[src/rtl/multicycle_sequencer.sv]
// Control sequencer for the multi-cycle LEGv8 datapath.
// A single-clock FSM walks each instruction through FETCH, DECODE, EXECUTE,
// an optional MEMORY stage and WRITEBACK, and issues one enable strobe per stage.
//
// Memory handshake: fetch_req / dmem_req act as "valid" and are held high for
// every cycle the FSM sits in FETCH / MEMORY. The matching ready input completes
// the transfer in the cycle where request and ready are both high. The FSM never
// drops a request before ready, unless the wait limit expires (then it goes to ERROR).
module multicycle_sequencer #(
  parameter int CNT_W         = 32,
  parameter int DECODE_CYCLES = 1,
  parameter int EXEC_CYCLES   = 1,
  parameter int TIMEOUT       = 15
) (
  input  logic             clk,
  input  logic             reset,
  input  logic             run,
  input  logic             step,
  input  logic             imem_ready,
  input  logic             dmem_ready,
  input  logic             mem_access,
  input  logic             reg_write,
  output logic             fetch_req,
  output logic             ir_load,
  output logic             rf_read_en,
  output logic             alu_en,
  output logic             dmem_req,
  output logic             rf_write_en,
  output logic             pc_load,
  output logic [2:0]       phase,
  output logic             busy,
  output logic             timeout,
  output logic [CNT_W-1:0] instr_count
);

  typedef enum logic [2:0] {
    S_IDLE      = 3'd0,
    S_FETCH     = 3'd1,
    S_DECODE    = 3'd2,
    S_EXECUTE   = 3'd3,
    S_MEMORY    = 3'd4,
    S_WRITEBACK = 3'd5,
    S_ERROR     = 3'd7
  } state_t;

  // The stage counter covers the longer of DECODE and EXECUTE.
  // The wait counter must be able to hold TIMEOUT.
  localparam int MAX_CYC = (DECODE_CYCLES > EXEC_CYCLES) ? DECODE_CYCLES : EXEC_CYCLES;
  localparam int PC_W    = (MAX_CYC > 1) ? $clog2(MAX_CYC) : 1;
  localparam int WC_W    = (TIMEOUT > 1) ? $clog2(TIMEOUT + 1) : 1;
  localparam bit TO_EN   = (TIMEOUT > 0);

  localparam logic [PC_W-1:0] DEC_LAST  = PC_W'(DECODE_CYCLES - 1);
  localparam logic [PC_W-1:0] EXE_LAST  = PC_W'(EXEC_CYCLES - 1);
  localparam logic [WC_W-1:0] WAIT_LAST = WC_W'((TIMEOUT > 0) ? TIMEOUT - 1 : 0);

  state_t          state;
  state_t          next_state;
  logic [PC_W-1:0] phase_cnt;
  logic [WC_W-1:0] wait_cnt;
  logic            wait_expired;

  // True in the last allowed waiting cycle. A ready in the same cycle still wins,
  // because the ready branches below are tested first.
  assign wait_expired = TO_EN && (wait_cnt == WAIT_LAST);

  // Next-state and strobe decode from the current state and the ready inputs.
  always_comb begin
    next_state  = state;
    fetch_req   = 1'b0;
    ir_load     = 1'b0;
    rf_read_en  = 1'b0;
    alu_en      = 1'b0;
    dmem_req    = 1'b0;
    rf_write_en = 1'b0;
    pc_load     = 1'b0;
    case (state)
      S_IDLE: begin
        // step alone or run alone both start an instruction
        if (run || step) next_state = S_FETCH;
      end
      S_FETCH: begin
        fetch_req = 1'b1;
        if (imem_ready) begin
          ir_load    = 1'b1;
          next_state = S_DECODE;
        end else if (wait_expired) begin
          next_state = S_ERROR;
        end
      end
      S_DECODE: begin
        rf_read_en = 1'b1;
        if (phase_cnt == DEC_LAST) next_state = S_EXECUTE;
      end
      S_EXECUTE: begin
        alu_en = 1'b1;
        if (phase_cnt == EXE_LAST) next_state = mem_access ? S_MEMORY : S_WRITEBACK;
      end
      S_MEMORY: begin
        dmem_req = 1'b1;
        if (dmem_ready) begin
          next_state = S_WRITEBACK;
        end else if (wait_expired) begin
          next_state = S_ERROR;
        end
      end
      S_WRITEBACK: begin
        rf_write_en = reg_write;
        pc_load     = 1'b1;
        next_state  = run ? S_FETCH : S_IDLE;
      end
      S_ERROR: begin
        next_state = S_ERROR;
      end
      default: begin
        next_state = S_IDLE;
      end
    endcase
  end

  // State register.
  always_ff @(posedge clk) begin
    if (!reset) state <= S_IDLE;
    else        state <= next_state;
  end

  // Stage counter: counts cycles spent in DECODE or EXECUTE, cleared on every state change.
  always_ff @(posedge clk) begin
    if (!reset) begin
      phase_cnt <= '0;
    end else if ((state == S_DECODE || state == S_EXECUTE) && next_state == state) begin
      phase_cnt <= phase_cnt + 1'b1;
    end else begin
      phase_cnt <= '0;
    end
  end

  // Wait counter: counts cycles without ready in FETCH or MEMORY, cleared on entry.
  // With the timeout enabled it never passes WAIT_LAST. With TIMEOUT=0 it may wrap;
  // this is harmless because it is then never compared.
  always_ff @(posedge clk) begin
    if (!reset) begin
      wait_cnt <= '0;
    end else if ((state == S_FETCH || state == S_MEMORY) && next_state == state) begin
      wait_cnt <= wait_cnt + 1'b1;
    end else begin
      wait_cnt <= '0;
    end
  end

  // Retired-instruction counter: bumps at the end of each WRITEBACK, wraps silently.
  always_ff @(posedge clk) begin
    if (!reset)                      instr_count <= '0;
    else if (state == S_WRITEBACK)   instr_count <= instr_count + 1'b1;
  end

  assign phase   = state;
  assign busy    = (state == S_FETCH) || (state == S_DECODE) || (state == S_EXECUTE) ||
                   (state == S_MEMORY) || (state == S_WRITEBACK);
  // ERROR is only left through reset, so the flag is sticky by construction.
  assign timeout = (state == S_ERROR);

endmodule

[config.mk]
export PLATFORM = sky130hd
export DESIGN_NAME = multicycle_sequencer
export DESIGN_NICKNAME = d
export VERILOG_FILES = /design/src/rtl/multicycle_sequencer.sv
export SDC_FILE = /design/constraint.sdc
export NUM_CORES = 1
export LEC_CHECK = 0
export CORE_MARGIN = 2
export CORE_UTILIZATION = 49
export CTS_CLUSTER_DIAMETER = 150
export DETAILED_ROUTE_END_ITERATION = 10
export MAX_ROUTING_LAYER = met4
export PLACE_DENSITY = 0.82
export SYNTH_ARGS = -nofsm -noshare
export SYNTH_HDL_FRONTEND = slang
export SYNTH_SLANG_ARGS = --single-unit
[constraint.sdc]
create_clock -name clk -period 2.01 [get_ports clk]
set_input_delay 0.603 -clock clk [delete_from_list [all_inputs] [get_ports clk]]
set_output_delay 0.603 -clock clk [all_outputs]
set_load 0.05 [all_outputs]
==> impl_metrics.json <==
{
  "die_h_um": 69.60,
  "fp.dieArea_um2": 4843,
  "synth_fp_nets": 259,
  "start_util": 0.5196,
  "synth_xor_area_frac": 0.04154,
  "portBuffers": 51,
  "final_common_cell": "buf_4",
  "hold_buffers": 0,
  "finalCriticalPeriod_ns": 1.974,
  "synthDistinctLibCells": 44,
  "io_pins": 52,
  "power-per-cell-area_nw_per_um2": 601.1,
  "synthSimpleGateAreaFrac": 0.3472,
  "final_max_slew_viol_count": 0,
  "ys.flop_type": "dfxtp_1",
  "antenna_found_initial": 0,
  "critPathCaptureType": "output pin",
  "syn_avg_cell_area_um2": 8.501,
  "drtIter0Drc": 125,
  "syn_inst": 248,
  "hold_depth": 2,
  "fmax_mhz": 506.6,
  "power.net_switching_uw": 499.1,
  "pwr-share-clk": 0.315,
  "final-hold-violation-count": 0,
  "ys_async_sr_fraction": 0,
  "first_pass_iters": 4,
  "dp_hpwl_um": 3589,
  "synth_mux_area_frac": 0.05697,
  "synth_top_area_frac": 0.3798,
  "cts_buffers": 5,
  "maxCapViolCount": 0,
  "synth_top_area_cell": "dfxtp_1",
  "p_total_mw": 1.752,
  "via_count": 2041,
  "setup_viol": 0,
  "place.gp.congestion": 0.8752,
  "drc": 0,
  "fin_skew_ns": 0.004513,
  "design_area_um2": 2915,
  "fin_ws_ns": 0.03610,
  "synth.area.top_cells": "dfxtp_1, mux2i_1, nand2b_1",
  "synthAdderAreaFrac": 0.01780,
  "path_clk_slew_ns": 0.07,
  "cts_max_level": 2,
  "overflow": 0,
  "cts_sinks": 40,
  "synth-seq-cells": 40,
  "clk_latency_ns": 0.29,
  "layout_common_cells": "buf_4, dfxtp_1, nand2_1",
  "worst-path-max-fanout": 2,
  "grt_usage": 0.2051,
  "wl_um": 4922,
  "grt_max_degree": 20,
  "critical_path_class": "in -> out",
  "antennaDiodeCount": 0,
  "timing.final.crit_share": 0.9820,
  "synth_compound_area_frac": 0.1139,
  "via_per_inst": 5.701,
  "drive_above_1_share": 0.3019,
  "crit_required_ns": 1.41,
  "fp.coreArea_um2": 4058,
  "netlist_area_um2": 2108,
  "cp-start-kind": "primary input",
  "wl_per_cell_um": 13.75,
  "hp-class": "reg -> reg",
  "outcome": "complete, no violations",
  "nNetsFinal": 318,
  "p_comb_frac": 0.212,
  "p_leak_nw": 1.202,
  "worstPathArrival_ns": 1.37,
  "synth_edf_count": 0,
  "p_int_mw": 1.253,
  "r2r_cells": 5,
  "fp.dieW_um": 69.60,
  "grt_pass1_vias": 1830,
  "place_ws_ns": -0.1298,
  "cts-root-buf": "clkbuf_8",
  "drtAntennaViolNets": 0,
  "synth-seq-area-share": 0.3798,
  "synth_top_family_by_area": "simple AND/OR/NAND/NOR gates",
  "switching_share": 0.2848,
  "area_growth_pct": 38.28,
  "cts_tree": "built",
  "cts_buffer_depth": 2,
  "grt_pass1_wl_um": 8059,
  "p_seq_frac": 0.473,
  "place_area_um2": 2796,
  "yosys_warnings": 0,
  "rows": 23,
  "peakVddDrop_v": 0.0004534
}
-- power by group through the flow --
| stage | Clock, mW | Combinational, mW | Sequential (mW) |
|---|---|---|---|
| final | 0.551 | 0.371 | 0.830 |
| after global routing | 0.588 | 0.393 | 0.832 |
| after CTS | 0.556 | 0.369 | 0.828 |
| after detailed placement | 0 | 0.367 | 0.846 |
| after global placement | 0 | 0.363 | 0.846 |
| after floorplan | 0 | 0.189 | 0.861 |
-- routing by layer --
layer | track usage | part of all wire | vias to the layer above
li1 | - | - | 1015
met1 | 0.2459 | 0.46 | 958
met2 | 0.3440 | 0.47 | 62
met3 | 0.04360 | 0.052 | 6
met4 | 0.06536 | 0.011 | 0
met5 | - | 0 | -
-- worst max-delay path: stages --
cell and delay, ns:
clkdlybuf4s50_1 0.48, and2_4 0.16, buf_12 0.13
-- registers in the layout, indices dropped and copies added, names as in the netlist --
name         cells
instr_count     32
phase_cnt        1
phase            3
wait_cnt         4
-- through the flow --
step	hold slack (ns)	util	std cells	TNS [ns]
floorplan	0.4562	-	248	0
CTS	0.4853	0.7117	356	-0.01440
detailed placement	0.4710	0.6892	348	-0.6170
global placement	0.4617	0.6892	348	-0.4112
finish	0.4797	0.7185	358	0
global route	0.5182	0.7185	358	-0.003476
-- final timing paths --
path / start / end / slack, ns
min: instr_count[31] / instr_count[31] / 0.48
max: imem_ready / ir_load / 0.04
min reg2reg: instr_count[31] / instr_count[31] / 0.48
max reg2reg: phase[2] / instr_count[16] / 0.20
-- final cells by class --
type / count / area [µm²]
flip-flops and latches: 40 / 820.8
clock buffers: 8 / 90.09
repair buffers: 66 / 650.6
well taps: 50 / 62.56
multi-input cells: 189 / 1272
fillers: 314 / 1142
inverters: 5 / 18.77
-- synth_stat cells, drive strengths merged, types with 3 or more instances --
master,n
inv,5
dfxtp,40
and2,4
o21ai,7
nand3b,4
or4,5
ha,3
mux2i,12
a31oi,4
or3,5
a21oi,14
and4,4
nand4,13
xnor2,5
nor3,8
nand2b,16
and3,7
nand2,20
clkbuf,8
nor2,16
buf,6
nor4,3
xor2,5
nand3,13
o31ai,5
-- cells by family (layout without fill, tap and decap cells) --
| family | Yosys count | count (layout) |
|---|---|---|
| AND/OR/NAND/NOR | 125 | 125 |
| flip-flops | 40 | 40 |
| AO/OA/AOI/OAI | 38 | 38 |
| buffers and inverters | 19 | 79 |
| multiplexers | 12 | 12 |
| XOR/XNOR | 10 | 10 |
| adder cells (fa/ha/maj) | 3 | 3 |
| other | 1 | 1 |
-- timing repair --
item / 4_1_cts / 5_1_grt
resized for setup: 1 / 4
setup buffers: 0 / 2
endpoints found under the setup margin: 3 / 4
pin swaps: 0 / 2
Note: power is estimated with default switching activity, not from simulation.
==> RTL edit 1, RTL diff (same flow settings) <==
Change the parameter `TIMEOUT` from 15 to 17.
--- a/src/rtl/multicycle_sequencer.sv
+++ b/src/rtl/multicycle_sequencer.sv
@@ -10,7 +10,7 @@
   parameter int CNT_W         = 32,
   parameter int DECODE_CYCLES = 1,
   parameter int EXEC_CYCLES   = 1,
-  parameter int TIMEOUT       = 15
+  parameter int TIMEOUT       = 17
 ) (
   input  logic             clk,
   input  logic             reset,
Check against the original RTL: same outputs for any inputs over 10 cycles, from zero or initial values and one cycle with reset low; that may be too few to reach the edited logic, so the function may still have changed.
==> RTL edit 1 against the unedited design <==
The run now ends with setup timing left. Synthesized cell count up 0.81%. Clock power about the same. Wire length rose by 21%. Total power grew 13%. Cell area rose by 6.6%. Synthesized area grew 1.4%. Setup slack worse by 0.050 ns. Sequential cell count is 1 higher. Largest power group unchanged.
==> RTL edit 1: results (changes against the unedited design) <==
- Critical path arrival: 1.42 ns (+0.05 ns)
- Power drawn by the sequential cells: 853 uW (+2.8%)
- Complex-gate fraction of the synthesized area: 21.25% (+9.9 points)
- Max Clock Skew: 0.005394 ns (+0.0008807 ns)
- Wire length of the first global-routing pass: 9632 um (+20%)
- Cell area power density: 634.4 nW/um^2 (+5.5%)
- Post-CTS sizing: 18 (+17)
- Final Wtd Congestion: 0.9036 (+3.2%)
- Share of synthesized area spent on multiplexers: 0.4684% (-5.2 points)
- Final std cells w/o fill: 367 (+2.5%)
- Setup bufs post-CTS: 3 (+3)
- Lkg Pwr: 1.109 nW (-7.7%)
- Setup Viol. Count Final: 1 (+1)
- Result of the run: finished, violations left
- Initial drt markers: 230 (+84%)
- Slowest stage cell on the critical path: sky130_fd_sc_hd__dfxtp_4
- Startpoint of the tightest hold check path: wait_cnt[0]
- Count of distinct cell types in the synthesized netlist: 45 (+2.3%)
- Critical register-to-register path endpoint: wait_cnt[2]
- Total global routing track utilization: 24.60% (+4.1 points)
- Number of global-route vias before repair: 2005 (+9.6%)
- Switching part of the total power: 31.74% (+3.3 points)
- Violations in the final reports: setup timing
- Post-detailed-routing wire length: 5952 um (+21%)
- Post-placement setup slack: -0.5785 ns (-0.4487 ns)
- HPWL reported at the end of detailed placement: 3784 um (+5.5%)
- Largest cells by area after synthesis: sky130_fd_sc_hd__dfxtp_1, sky130_fd_sc_hd__o31ai_1, sky130_fd_sc_hd__or4_1, sky130_fd_sc_hd__a21oi_1, sky130_fd_sc_hd__nand2_1
- Total number of vias: 2241 (+9.8%)
- Worst Slack Setup Final: -0.01351 ns (-0.04961 ns)
- Internal reg-to-reg setup slack: 0.08 ns (-0.12 ns)
- Largest delay share family, worst path: flip-flops
## RTL edit 1: area by class of cell
| class | instances | area share (%) |
|---|---|---|
| flip-flops and latches | 41 | 27.09 |
| repair buffers | 72 | 22.22 |
| clock buffers | 8 | 2.899 |
| inverters | 12 | 1.651 |
| multi-input cells | 182 | 44.04 |
| well taps | 52 | 2.093 |
## RTL edit 1: how the worst max path moves through the flow
stage	start	endpoint	slack, ns	depth (start not counted)
2_1_floorplan	phase[1]	ir_load	-0.01	3
6_report	phase[0]	ir_load	-0.01	4
5_1_grt	phase[0]	ir_load	-0.06	4
4_1_cts	phase[0]	ir_load	0.009	4
3_5_place_dp	imem_ready	wait_cnt[2]	-0.58	5
3_3_place_gp	run	wait_cnt[3]	-0.49	5
## RTL edit 1: routing by layer
metal | vias to the layer above | track usage (%) | share of wire (%)
li1 | 1076 | - | -
met1 | 1097 | 32.10 | 45
met2 | 58 | 40.11 | 50
met3 | 10 | 3.608 | 3.8
met4 | 0 | 6.624 | 1.2
met5 | - | - | 0
==> RTL edit 2, RTL diff (same flow settings) <==
Made on the original files. Register the output `instr_count` once more; this adds one clock of latency there. The other outputs are not delayed to match.
--- a/src/rtl/multicycle_sequencer.sv
+++ b/src/rtl/multicycle_sequencer.sv
@@ -53,6 +53,8 @@
   localparam logic [PC_W-1:0] DEC_LAST  = PC_W'(DECODE_CYCLES - 1);
   localparam logic [PC_W-1:0] EXE_LAST  = PC_W'(EXEC_CYCLES - 1);
   localparam logic [WC_W-1:0] WAIT_LAST = WC_W'((TIMEOUT > 0) ? TIMEOUT - 1 : 0);
+
+  logic [CNT_W-1:0] instr_count_s0;
 
   state_t          state;
   state_t          next_state;
@@ -150,8 +152,8 @@
 
   // Retired-instruction counter: bumps at the end of each WRITEBACK, wraps silently.
   always_ff @(posedge clk) begin
-    if (!reset)                      instr_count <= '0;
-    else if (state == S_WRITEBACK)   instr_count <= instr_count + 1'b1;
+    if (!reset)                      instr_count_s0 <= '0;
+    else if (state == S_WRITEBACK)   instr_count_s0 <= instr_count_s0 + 1'b1;
   end
 
   assign phase   = state;
@@ -160,5 +162,9 @@
   // ERROR is only left through reset, so the flag is sticky by construction.
   assign timeout = (state == S_ERROR);
 
+  always_ff @(posedge clk) begin
+    instr_count <= instr_count_s0;
+  end
+
 endmodule
 
Behaviour: not the same (a bounded check fails within 10 cycles, from zero or initial values and one cycle with reset low).
==> RTL edit 2 against the unedited design <==
Synthesized area increased by 29%. Sequential share of layout area up 12 points. Total power rose by 59%. Critical path depth stayed put. Critical path type unchanged. Wire length is 14% higher. Fmax fell by 0.88%. Largest power group unchanged. Clock power grew 75%. Setup slack got worse by 0.017 ns. Cell area is 25% higher. Count of clock-buffer cells in the layout rose by 1. Largest cell class is now sequential cells. Synthesized cell count up 13%. Sequential cell count rose by 32. Non-clock buffer count up 1. Hold slack got worse by 0.11 ns.
==> RTL edit 2: results (changes against the unedited design) <==
- Max Clock Skew: 0.009672 ns (+0.005159 ns)
- Cell class ranked first by area: sequential cells
- IR Drop Worst-Case VDD: 0.0006075 V (+34%)
- ClkCell Share: 4.734% (+1.6 points)
- Startpoint of the tightest hold check path: instr_count_s0[31]
- Final Wtd Congestion: 0.8651 (-1.2%)
- Worst Hold End: instr_count[31]
- Worst Hold Slack: 0.3734 ns (-0.1063 ns)
- Combinational power share: 13.1% (-8.1 points)
- Total number of vias: 2318 (+14%)
- Filler instances: 434 (+38%)
- Wire length of the first global-routing pass: 9052 um (+12%)
- Horiz. Die Dim: 78.51 um (+13%)
- Cells after synthesis: 280 (+13%)
- Ratio of cells with drive above 1 in the final layout: 26.93% (-3.3 points)
- Critical path arrival: 1.39 ns (+0.02 ns)
- Seq/Total Area, Yosys: 52.99% (+15 points)
- Most used standard cells in the synthesized netlist: sky130_fd_sc_hd__dfxtp_1, sky130_fd_sc_hd__a21oi_1, sky130_fd_sc_hd__o31ai_1, sky130_fd_sc_hd__nor2_1
- Critical register-to-register path endpoint: instr_count_s0[21]
- Post-placement setup slack: -0.1301 ns (-0.0002880 ns)
- Number of stages on the worst hold path: 0 (-2)
- Post-detailed-routing wire length: 5597 um (+14%)
- Internal reg-to-reg setup slack: 0.15 ns (-0.05 ns)
- Number of ordinary inverters in the final layout: 10 (+5)
- Lkg Pwr: 1.335 nW (+11%)
- Largest net degree at the start of global routing: 35 (+75%)
- Total global routing track utilization: 19.27% (-1.2 points)
- Power Combinational: 367 uW (-1%)
- Level count of the clock H-tree: 3 (+1)
- Count of nets after finishing: 355 (+12%)
- Result of the run: complete, no violations
- Initial drt markers: 129 (+3.2%)
- Logic depth of the worst register-to-register path: 4 (-1)
- Share of cell area taken by multi-input logic gates: 33.45% (-10 points)
- Non-clock buffer area fraction after layout: 18.56% (-3.8 points)
- Non-Clock Buffer Count: 67 (+1.5%)
- Switching power of the nets: 746.3 uW (+50%)
- Number of global-route vias before repair: 1982 (+8.3%)
- Register bit count reported by yosys: 72 (+80%)
- Worst reg2reg path startpoint: instr_count_s0[6]
- Largest cells by area after synthesis: sky130_fd_sc_hd__dfxtp_1, sky130_fd_sc_hd__a21oi_1, sky130_fd_sc_hd__o31ai_1, sky130_fd_sc_hd__or4_1, sky130_fd_sc_hd__nand4_1
- Final std cells w/o fill: 421 (+18%)
- Clock latency reported for the late side of the worst-skew pair: 0.35 ns (+0.06 ns)
- Maximum fanout count along the critical path: 1 (-1)
- Count of clock-net buffers in the final layout: 9 (+1)
- HPWL reported at the end of detailed placement: 3915 um (+9.1%)
- Area taken by flip-flops and latches: 1450 um^2 (+77%)
- Total number of multi-input combinational cells: 184 (-2.6%)
- Cell area reported after detailed placement: 3423 um^2 (+22%)
- Number of cells after detailed placement: 403 (+16%)
- Cell area power density: 765.7 nW/um^2 (+27%)
- Total nets after synthesis: 291 (+12%)
==> RTL edit 2: cell types whose count changed in the layout (fill, tap and decap cells not counted), sizes merged, moves of 4 or more <==
cell | unedited run | this run
dfxtp | 40 | 72
a211oi | 0 | 4
nand2 | 20 | 13
or4 | 5 | 13
o31ai | 5 | 16
nand2b | 16 | 3
mux2i | 12 | 2
clkinv | 0 | 7
a21oi | 14 | 26
inv | 5 | 9
==> RTL edit 2: critical path, cell delays in order <==
cell,delay [ns]
sky130_fd_sc_hd__clkdlybuf4s50_1,0.48
sky130_fd_sc_hd__and2_2,0.17
sky130_fd_sc_hd__buf_12,0.13
==> RTL edit 2: kinds of logic after synthesis <==
| group | Yosys count | share of synthesized area, % |
|---|---|---|
| adders and majority gates | 3 | 1.380 |
| AOI/OAI and AO/OA | 64 | 14.63 |
| xor gates and xnor gates | 11 | 3.542 |
| DFF | 72 | 52.99 |
| and+or+nand+nor | 103 | 22.72 |
| buffers and inverters | 24 | 3.863 |
| other | 1 | 0.1379 |
| muxes | 2 | 0.7360 |
==> RTL edit 2: worst max path at each step <==
stage | start | end | slack (ns)
global placement | imem_ready | ir_load | -0.12
floorplan | phase[1] | dmem_req | -0.04
CTS | phase[0] | busy | 0.0008
detailed placement | imem_ready | ir_load | -0.13
finish | reg_write | rf_write_en | 0.02
global route | phase[2] | ir_load | -0.01
==> RTL edit 2: repair_timing <==
action | CTS | global route
gates resized for setup | 8 | 4
endpoints found under the setup margin | 4 | 5
pin swaps | 1 | 0
hold buffers | 0 | 0
buffers inserted | 1 | 1
==> RTL edit 2: routing by layer <==
metal	wire [um]	part of all wire, %	global-route usage (%)
met5	0	0	-
met4	75	1.3	7.018
met3	296	5.3	6.322
met2	2743	49	29.49
met1	2481	44	23.88
